### config.mk
export PLATFORM = sky130hd
export DESIGN_NAME = lemming_world
export DESIGN_NICKNAME = d
export VERILOG_FILES = /design/src/rtl/lemming_pkg.sv /design/src/rtl/lemming_action_timer.sv /design/src/rtl/lemming_world.sv
export SDC_FILE = /design/constraint.sdc
export NUM_CORES = 1
export LEC_CHECK = 0
export BUFFER_PORTS_ARGS = -buffer_cell sky130_fd_sc_hd__buf_2
export CORE_ASPECT_RATIO = 2
export CORE_UTILIZATION = 70
export CTS_BUF_LIST = sky130_fd_sc_hd__clkbuf_8
export DETAILED_ROUTE_END_ITERATION = 6
export PLACE_DENSITY = 0.95
export SETUP_SLACK_MARGIN = 0.3
export SLEW_MARGIN = 20
export SYNTH_ARGS = -nofsm -noshare
export SYNTH_HDL_FRONTEND = slang
export SYNTH_SLANG_ARGS = --single-unit
export TNS_END_PERCENT = 1
### constraint.sdc
create_clock -name clk -period 6.02 [get_ports clk]
set_input_delay 1.204 -clock clk [delete_from_list [all_inputs] [get_ports clk]]
set_output_delay 1.204 -clock clk [all_outputs]
set_load 0.01 [all_outputs]
### src/rtl/lemming_pkg.sv
// Shared types and defaults for the lemming terrain/position model.
package lemming_pkg;

    localparam int LEM_WIDTH       = 16;
    localparam int LEM_DIRT_W      = 3;
    localparam int LEM_DROP_W      = 5;
    localparam int LEM_STEP_CYCLES = 4;
    localparam int LEM_DIG_CYCLES  = 8;

    typedef struct packed {
        logic                  wall;
        logic [LEM_DIRT_W-1:0] dirt;
        logic [LEM_DROP_W-1:0] drop;
    } column_t;

    localparam column_t COLUMN_RESET = '{wall: 1'b0, dirt: LEM_DIRT_W'(1), drop: '0};

    typedef enum logic [2:0] {IDLE, WALKL, WALKR, DIG, FALL} action_t;

    // Counter must hold STEP_CYCLES-1, DIG_CYCLES-1 and the fall saturation value.
    function automatic int timer_width(int step_cycles, int dig_cycles, int drop_w);
        int w;
        w = drop_w;
        if ($clog2(step_cycles) > w) w = $clog2(step_cycles);
        if ($clog2(dig_cycles) > w)  w = $clog2(dig_cycles);
        return (w < 1) ? 1 : w;
    endfunction

endpackage

### src/rtl/lemming_action_timer.sv
// Decodes the FSM activity into one action and runs the shared pacing counter.
module lemming_action_timer
    import lemming_pkg::*;
#(
    parameter int STEP_CYCLES = LEM_STEP_CYCLES,
    parameter int DIG_CYCLES  = LEM_DIG_CYCLES,
    parameter int DROP_W      = LEM_DROP_W,
    parameter int TW          = timer_width(LEM_STEP_CYCLES, LEM_DIG_CYCLES, LEM_DROP_W)
) (
    input  logic          clk,
    input  logic          areset_n,
    input  logic          walk_left,
    input  logic          walk_right,
    input  logic          aaah,
    input  logic          digging,
    output action_t       action,
    output logic [TW-1:0] count,
    output logic          step_tc,
    output logic          dig_tc
);

    localparam logic [TW-1:0] STEP_LAST = TW'(STEP_CYCLES - 1);
    localparam logic [TW-1:0] DIG_LAST  = TW'(DIG_CYCLES - 1);
    localparam logic [TW-1:0] FALL_MAX  = TW'((1 << DROP_W) - 1);

    logic [TW-1:0] timer;
    logic [TW-1:0] timer_nxt;
    action_t       prev_action;
    logic          fall_sat;

    always_comb begin
        action = IDLE;
        if (aaah)
            action = FALL;
        else if (digging)
            action = DIG;
        else if (walk_left && !walk_right)
            action = WALKL;
        else if (walk_right && !walk_left)
            action = WALKR;
    end

    // A change of action restarts the count in the same cycle it is seen.
    always_comb begin
        count    = (action != prev_action) ? '0 : timer;
        step_tc  = (count == STEP_LAST);
        dig_tc   = (count == DIG_LAST);
        fall_sat = (count == FALL_MAX);
    end

    always_comb begin
        timer_nxt = '0;
        case (action)
            WALKL, WALKR: timer_nxt = step_tc  ? '0    : count + 1'b1;
            DIG:          timer_nxt = dig_tc   ? '0    : count + 1'b1;
            FALL:         timer_nxt = fall_sat ? count : count + 1'b1;
            default:      timer_nxt = '0;
        endcase
    end

    always_ff @(posedge clk or negedge areset_n) begin
        if (!areset_n) begin
            timer       <= '0;
            prev_action <= IDLE;
        end else begin
            timer       <= timer_nxt;
            prev_action <= action;
        end
    end

endmodule

### src/rtl/lemming_world.sv
// Terrain row and lemming position; converts FSM activity into bump/ground feedback.
module lemming_world
    import lemming_pkg::*;
#(
    parameter  int WIDTH       = LEM_WIDTH,
    parameter  int DIRT_W      = LEM_DIRT_W,
    parameter  int DROP_W      = LEM_DROP_W,
    parameter  int STEP_CYCLES = LEM_STEP_CYCLES,
    parameter  int DIG_CYCLES  = LEM_DIG_CYCLES,
    localparam int POS_W       = $clog2(WIDTH)
) (
    input  logic              clk,
    input  logic              areset_n,
    input  logic              walk_left,
    input  logic              walk_right,
    input  logic              aaah,
    input  logic              digging,
    input  logic              cfg_we,
    input  logic [POS_W-1:0]  cfg_col,
    input  logic              cfg_wall,
    input  logic [DIRT_W-1:0] cfg_dirt,
    input  logic [DROP_W-1:0] cfg_drop,
    output logic              bump_left,
    output logic              bump_right,
    output logic              ground,
    output logic [POS_W-1:0]  pos
);

    localparam int TW = timer_width(STEP_CYCLES, DIG_CYCLES, DROP_W);

    column_t       terrain [WIDTH];
    logic          landed;
    action_t       action;
    logic [TW-1:0] count;
    logic          step_tc;
    logic          dig_tc;

    logic             walk_tc;
    logic             at_left;
    logic             at_right;
    logic [POS_W-1:0] pos_left;
    logic [POS_W-1:0] pos_right;
    logic             blocked;
    logic [POS_W-1:0] target;
    logic             cfg_ok;
    logic             dig_tc_here;
    logic             land_now;

    lemming_action_timer #(
        .STEP_CYCLES (STEP_CYCLES),
        .DIG_CYCLES  (DIG_CYCLES),
        .DROP_W      (DROP_W),
        .TW          (TW)
    ) u_timer (
        .clk        (clk),
        .areset_n   (areset_n),
        .walk_left  (walk_left),
        .walk_right (walk_right),
        .aaah       (aaah),
        .digging    (digging),
        .action     (action),
        .count      (count),
        .step_tc    (step_tc),
        .dig_tc     (dig_tc)
    );

    // Neighbour indices may wrap at the row ends; the edge flags mask those reads.
    always_comb begin
        at_left   = (pos == '0);
        at_right  = (pos == POS_W'(WIDTH - 1));
        pos_left  = pos - POS_W'(1);
        pos_right = pos + POS_W'(1);
        walk_tc   = ((action == WALKL) || (action == WALKR)) && step_tc;
        if (action == WALKL) begin
            target  = pos_left;
            blocked = at_left || terrain[pos_left].wall;
        end else begin
            target  = pos_right;
            blocked = at_right || terrain[pos_right].wall;
        end
        cfg_ok      = cfg_we && ({1'b0, cfg_col} < (POS_W + 1)'(WIDTH));
        dig_tc_here = (action == DIG) && dig_tc && (terrain[pos].dirt != '0);
        land_now    = (action == FALL) && !landed && (count == TW'(terrain[pos].drop));
        ground      = (terrain[pos].dirt != '0) || landed;
    end

    // The cfg write is issued last so it overrides a same-column dig decrement.
    always_ff @(posedge clk or negedge areset_n) begin
        if (!areset_n) begin
            for (int unsigned i = 0; i < WIDTH; i++)
                terrain[i] <= COLUMN_RESET;
        end else begin
            if (dig_tc_here)
                terrain[pos].dirt <= terrain[pos].dirt - 1'b1;
            if (cfg_ok)
                terrain[cfg_col] <= '{wall: cfg_wall, dirt: cfg_dirt, drop: cfg_drop};
        end
    end

    always_ff @(posedge clk or negedge areset_n) begin
        if (!areset_n) begin
            pos        <= '0;
            landed     <= 1'b0;
            bump_left  <= 1'b0;
            bump_right <= 1'b0;
        end else begin
            bump_left  <= walk_tc && blocked && (action == WALKL);
            bump_right <= walk_tc && blocked && (action == WALKR);
            if (walk_tc && !blocked) begin
                pos    <= target;
                landed <= 1'b0;
            end else if (land_now) begin
                landed <= 1'b1;
            end
        end
    end

endmodule

# After elaboration in Yosys (flattened, before gate mapping)
# Index checks and enable logic that the tools add are counted.
# totals
inputBits,20
latchBits,0
ram_bits,0
output_inout_bits,7
rom_bits,0
ff_bits,159
n_memories,0
# op_classes
order_cmp,6
shifts,0
eq_ne,10
multipliers,0
addsub,4
bitwise_logic,4
n_reduce_logical,25
div_mod_pow,0
muxes,30
# ops
op,count
144-bit bitwise mux,2
144-bit two-way mux,2
9-bit binary-select mux with 4-bit select,3
9-bit demux with 4-bit select,2
9-bit two-way mux,5
8-bit two-way mux,3
5-bit greater-or-equal comparator (second input constant),4
5-bit two-way mux,4
4-bit inverter with 5-bit output,4
5-bit case mux with 3 select lines,1
1-bit logical AND,13
5-bit by 1-bit less-than comparator with 1-bit output (second input constant),2
3-bit two-way mux,3
3-bit by 2-bit equality test with 1-bit output (second input constant),2
5-bit by 1-bit adder with 5-bit output (second input constant),1
5-bit by 2-bit equality test with 1-bit output (second input constant),1
5-bit by 3-bit equality test with 1-bit output (second input constant),1
5-bit equality test,1
5-bit equality test (second input constant),1
4-bit by 1-bit adder with 4-bit output (second input constant),1
4-bit equality test (second input constant),1
1-bit zero test,4
4-bit zero test,1
1-bit logical OR,4
11 further kinds,13

# Depth between registers and ports, before layout
# logic_depth
ltp_word,14
mapped_depth,15
ltp_nobuf,10

# Modules after synthesis
# Synthesis repeated with hierarchy kept, for this count alone.
# unflattened
cells_unflattened,783
hier_area_um2,8585.7
# by_module_without_submodules
mod,n_inst,area_per_inst_um2,cells_each
lemming_world,1,7950.1,713
lemming_action_timer,1,635.6,70

# Worst setup path after synthesis
# Ideal clock, no wire load.
# synth_path
path_kind,register to output
startpoint,register pos[0]
endpoint,output port ground
setup_slack_ns,1.883
arrival_ns,2.933
required_time_ns,4.816
stages_incl_launch_ff,11
path_cell_list,dfrtp_1 > buf_4 > buf_4 > buf_4 > buf_2 > mux4_2 > mux4_2 > inv_1 > ha_1 > nand2b_1 > or2_2
# synth_between
elab_chain_len,6
# synth_lines
item,line,rtl
from (decl),lemming_world.sv:26,output logic [POS_W-1:0] pos
from (signal assigned),lemming_world.sv:110,pos <= target;
4-bit inverter with 5-bit output (not written as such),lemming_world.sv:84,ground = (terrain[pos].dirt != '0) || landed;
9-bit binary-select mux with 4-bit select,lemming_world.sv:84,
8-bit two-way mux (not written as such) (2 in series),lemming_world.sv:84,
3-bit nonzero test,lemming_world.sv:84,
1-bit logical OR,lemming_world.sv:84,
to (decl),lemming_world.sv:25,"output logic ground,"
# No other way between the ends. The select of a mux whose other input is x is not followed.

# Worst setup path after layout
# Ends and elaborated chain as after synthesis.

==> flow_metrics.tcl <==
set metrics [dict create \
    vdd_ir_drop_max_uv 245 \
    fin_crit_sh_pct 82.4 \
    final_max_slew_viol_count 0 \
    synth_warnings 0 \
    cts_max_level 4 \
    rows 56 \
    layout.nets 780 \
    finalPower_mw 2.93 \
    layout_commonest_cell "nand2_1" \
    arrival_ns 3.76 \
    cts_tree "built" \
    vias 6536 \
    synth_enable_flop_cells 0 \
    crit_required_ns 4.82 \
    area_delta_synth_final_pct 7.11 \
    clk_pin_slew_worst_paths_ns 0.10 \
    netlist_area_um2 8430 \
    die_h_um 157 \
    die_x_um 79.6 \
    clock_latency_ns 0.47 \
    grt_pass1_vias 6884 \
    dp_hpwl_mm 15.6 \
    whs_ns 0.490 \
    tns_ns 0 \
    synth.distinct_cells 54 \
    worstMarginPinSlew_ns 1.20 \
    die_area_um2 12500 \
    finalNonFillerCells 908 \
    status "finished clean" \
    drive_gt1_share_pct 28.4 \
    cp-start-kind "flip-flop" \
    final_cell_mix "nand2_1, dfrtp_1, mux2_2" \
    crit_fanout 25 \
    holdCritPathClass "flip-flop to flip-flop" \
    powerDensity_nw_per_um2 324 \
    grt_use_total_pct 42.9 \
    dr.pass1.iters 6 \
    postRouteAntennaNets 0 \
    yosys_most_used_dff "dfrtp_1" \
    rsz0062_at_grt "no" \
    dp_cells 877 \
    gp_congestion 0.906 \
    io_buffers 26 \
    final-hold-violation-count 0 \
    vias_per_cell 7.20 \
    core_um2 11700 \
    routed-wl-met2_mm 11.9 \
    diodes 0 \
    route.detailed.drc 0 \
    overflow 0 \
    async_flop_share_pct 100 \
    critical_path_class "flip-flop to output pin" \
    grt_max_degree 107 \
    fmax_ghz 0.202 \
    ys_seq_elements 159 \
    syn_nets 780 \
    worst_slack_ns 1.06 \
    grt_antenna_before_repair 0 \
    grt_pass1_wl_mm 37.9 \
    skew_ns 0.0165 \
    timing.slew.headroom_pct 19.7 \
    drt_iter0_markers 796 \
    pin_count 27 \
    fin_crit_ns 4.96 \
    maxCapViolations 0 \
    cts_hold_buf 0 \
    dr_wl_met3_mm 2.14 \
    cts_setup_buffers 0 \
    clk_path_buf_depth 2 \
    setup_viol 0 \
    clockRootBuffer "clkbuf_8" \
    avgSynthCellArea_um2 11.2 \
    power.leakage_nw 3.66 \
    clock_sinks 159 \
    netlist_instances 751 \
    critical_path.endpoint_type "output pin" \
    wl_per_cell_um 26.3 \
    place_ws_ns 1.64 \
    cts_resized 0 \
    start_util_pct 72.1 \
    seq_area_frac_synth_pct 47.4 \
    top_layer_used "met4" \
    met1_length_mm 7.43 \
    drt_wl_total_mm 23.9 \
    cts_buffers 17 \
]
[routing by layer]
| metal | global-route usage (%) | vias up |
|---|---|---|
| met2 | 66.8 | 457 |
| met5 | 0 | - |
| met1 | 44.1 | 3216 |
| met3 | 15.8 | 202 |
| li1 | - | 2661 |
| met4 | 38.2 | 0 |
[layout make-up]
class	count	area [µm²]
multi-input combinational	526	4170
fill	651	2670
clock buffer	18	248
timing repair buffer	37	219
clock inverter	13	178
inverter	10	37.5
tap	145	181
sequential	159	4000
[worst max-delay path: stages (launching register included)]
cell and delay [ns]:
dfrtp_2 0.94, mux4_2 0.67, mux2_2 0.30, o21ai_2 0.59, ha_1 0.26, nand2b_1 0.10
or2_2 0.29, buf_2 0.14
[registers in the layout, summed over array words and instances, names as in the netlist]
register,cells
landed,1
u_timer.prev_action,3
bump_left,1
bump_right,1
u_timer.timer,5
terrain,144
pos,4
[kinds of logic after synthesis]
family / Yosys count / share of synthesized area (%)
simple gates: 253 / 14.3
mux: 165 / 26.2
flops: 159 / 47.4
compound gates: 86 / 6.13
buf+inv: 66 / 3.29
xor+xnor: 13 / 1.35
fa+ha+maj: 9 / 1.34
[synthesized netlist by cell type, types with 10 or more instances]
cell	count	area (µm²)
nand2_1	159	597
dfrtp_1	143	3580
mux2_2	68	766
mux2i_1	59	591
o21ai_0	46	230
clkbuf_1	40	150
mux4_2	38	856
nor2_1	24	90.1
dfstp_2	16	420
nor3_1	13	65.1
inv_1	10	37.5
nor3_2	10	100
[report_power, final]
group | leakage [nW] | switching (mW) | internal, mW | total (mW)
registers | 1.96 | 0.160 | 1.30 | 1.46
logic | 1.48 | 0.321 | 0.290 | 0.611
clock network | 0.214 | 0.429 | 0.429 | 0.859
total | 3.66 | 0.910 | 2.02 | 2.93
[metrics by stage]
step | utilization [%] | cell area (µm²)
2_1_floorplan | - | 8430
3_3_place_gp | 73.5 | 8600
3_5_place_dp | 73.5 | 8600
4_1_cts | 77.1 | 9020
5_1_grt | 77.2 | 9030
6_report | 77.2 | 9030
[path summary, 6_finish.rpt]
check / cells after the start / to / from / slack [ns]
min in group asynchronous: 1 / terrain[116] / areset_n / 0.84
max in group asynchronous: 2 / terrain[2] / areset_n / 3.90
hold / removal: 2 / terrain[107] / terrain[107] / 0.49
hold reg to reg: 2 / terrain[107] / terrain[107] / 0.49
setup reg to reg: 9 / terrain[7] / pos[0] / 2.10
setup / recovery: 7 / ground / pos[0] / 1.06
(Power assumes the default switching activity.)
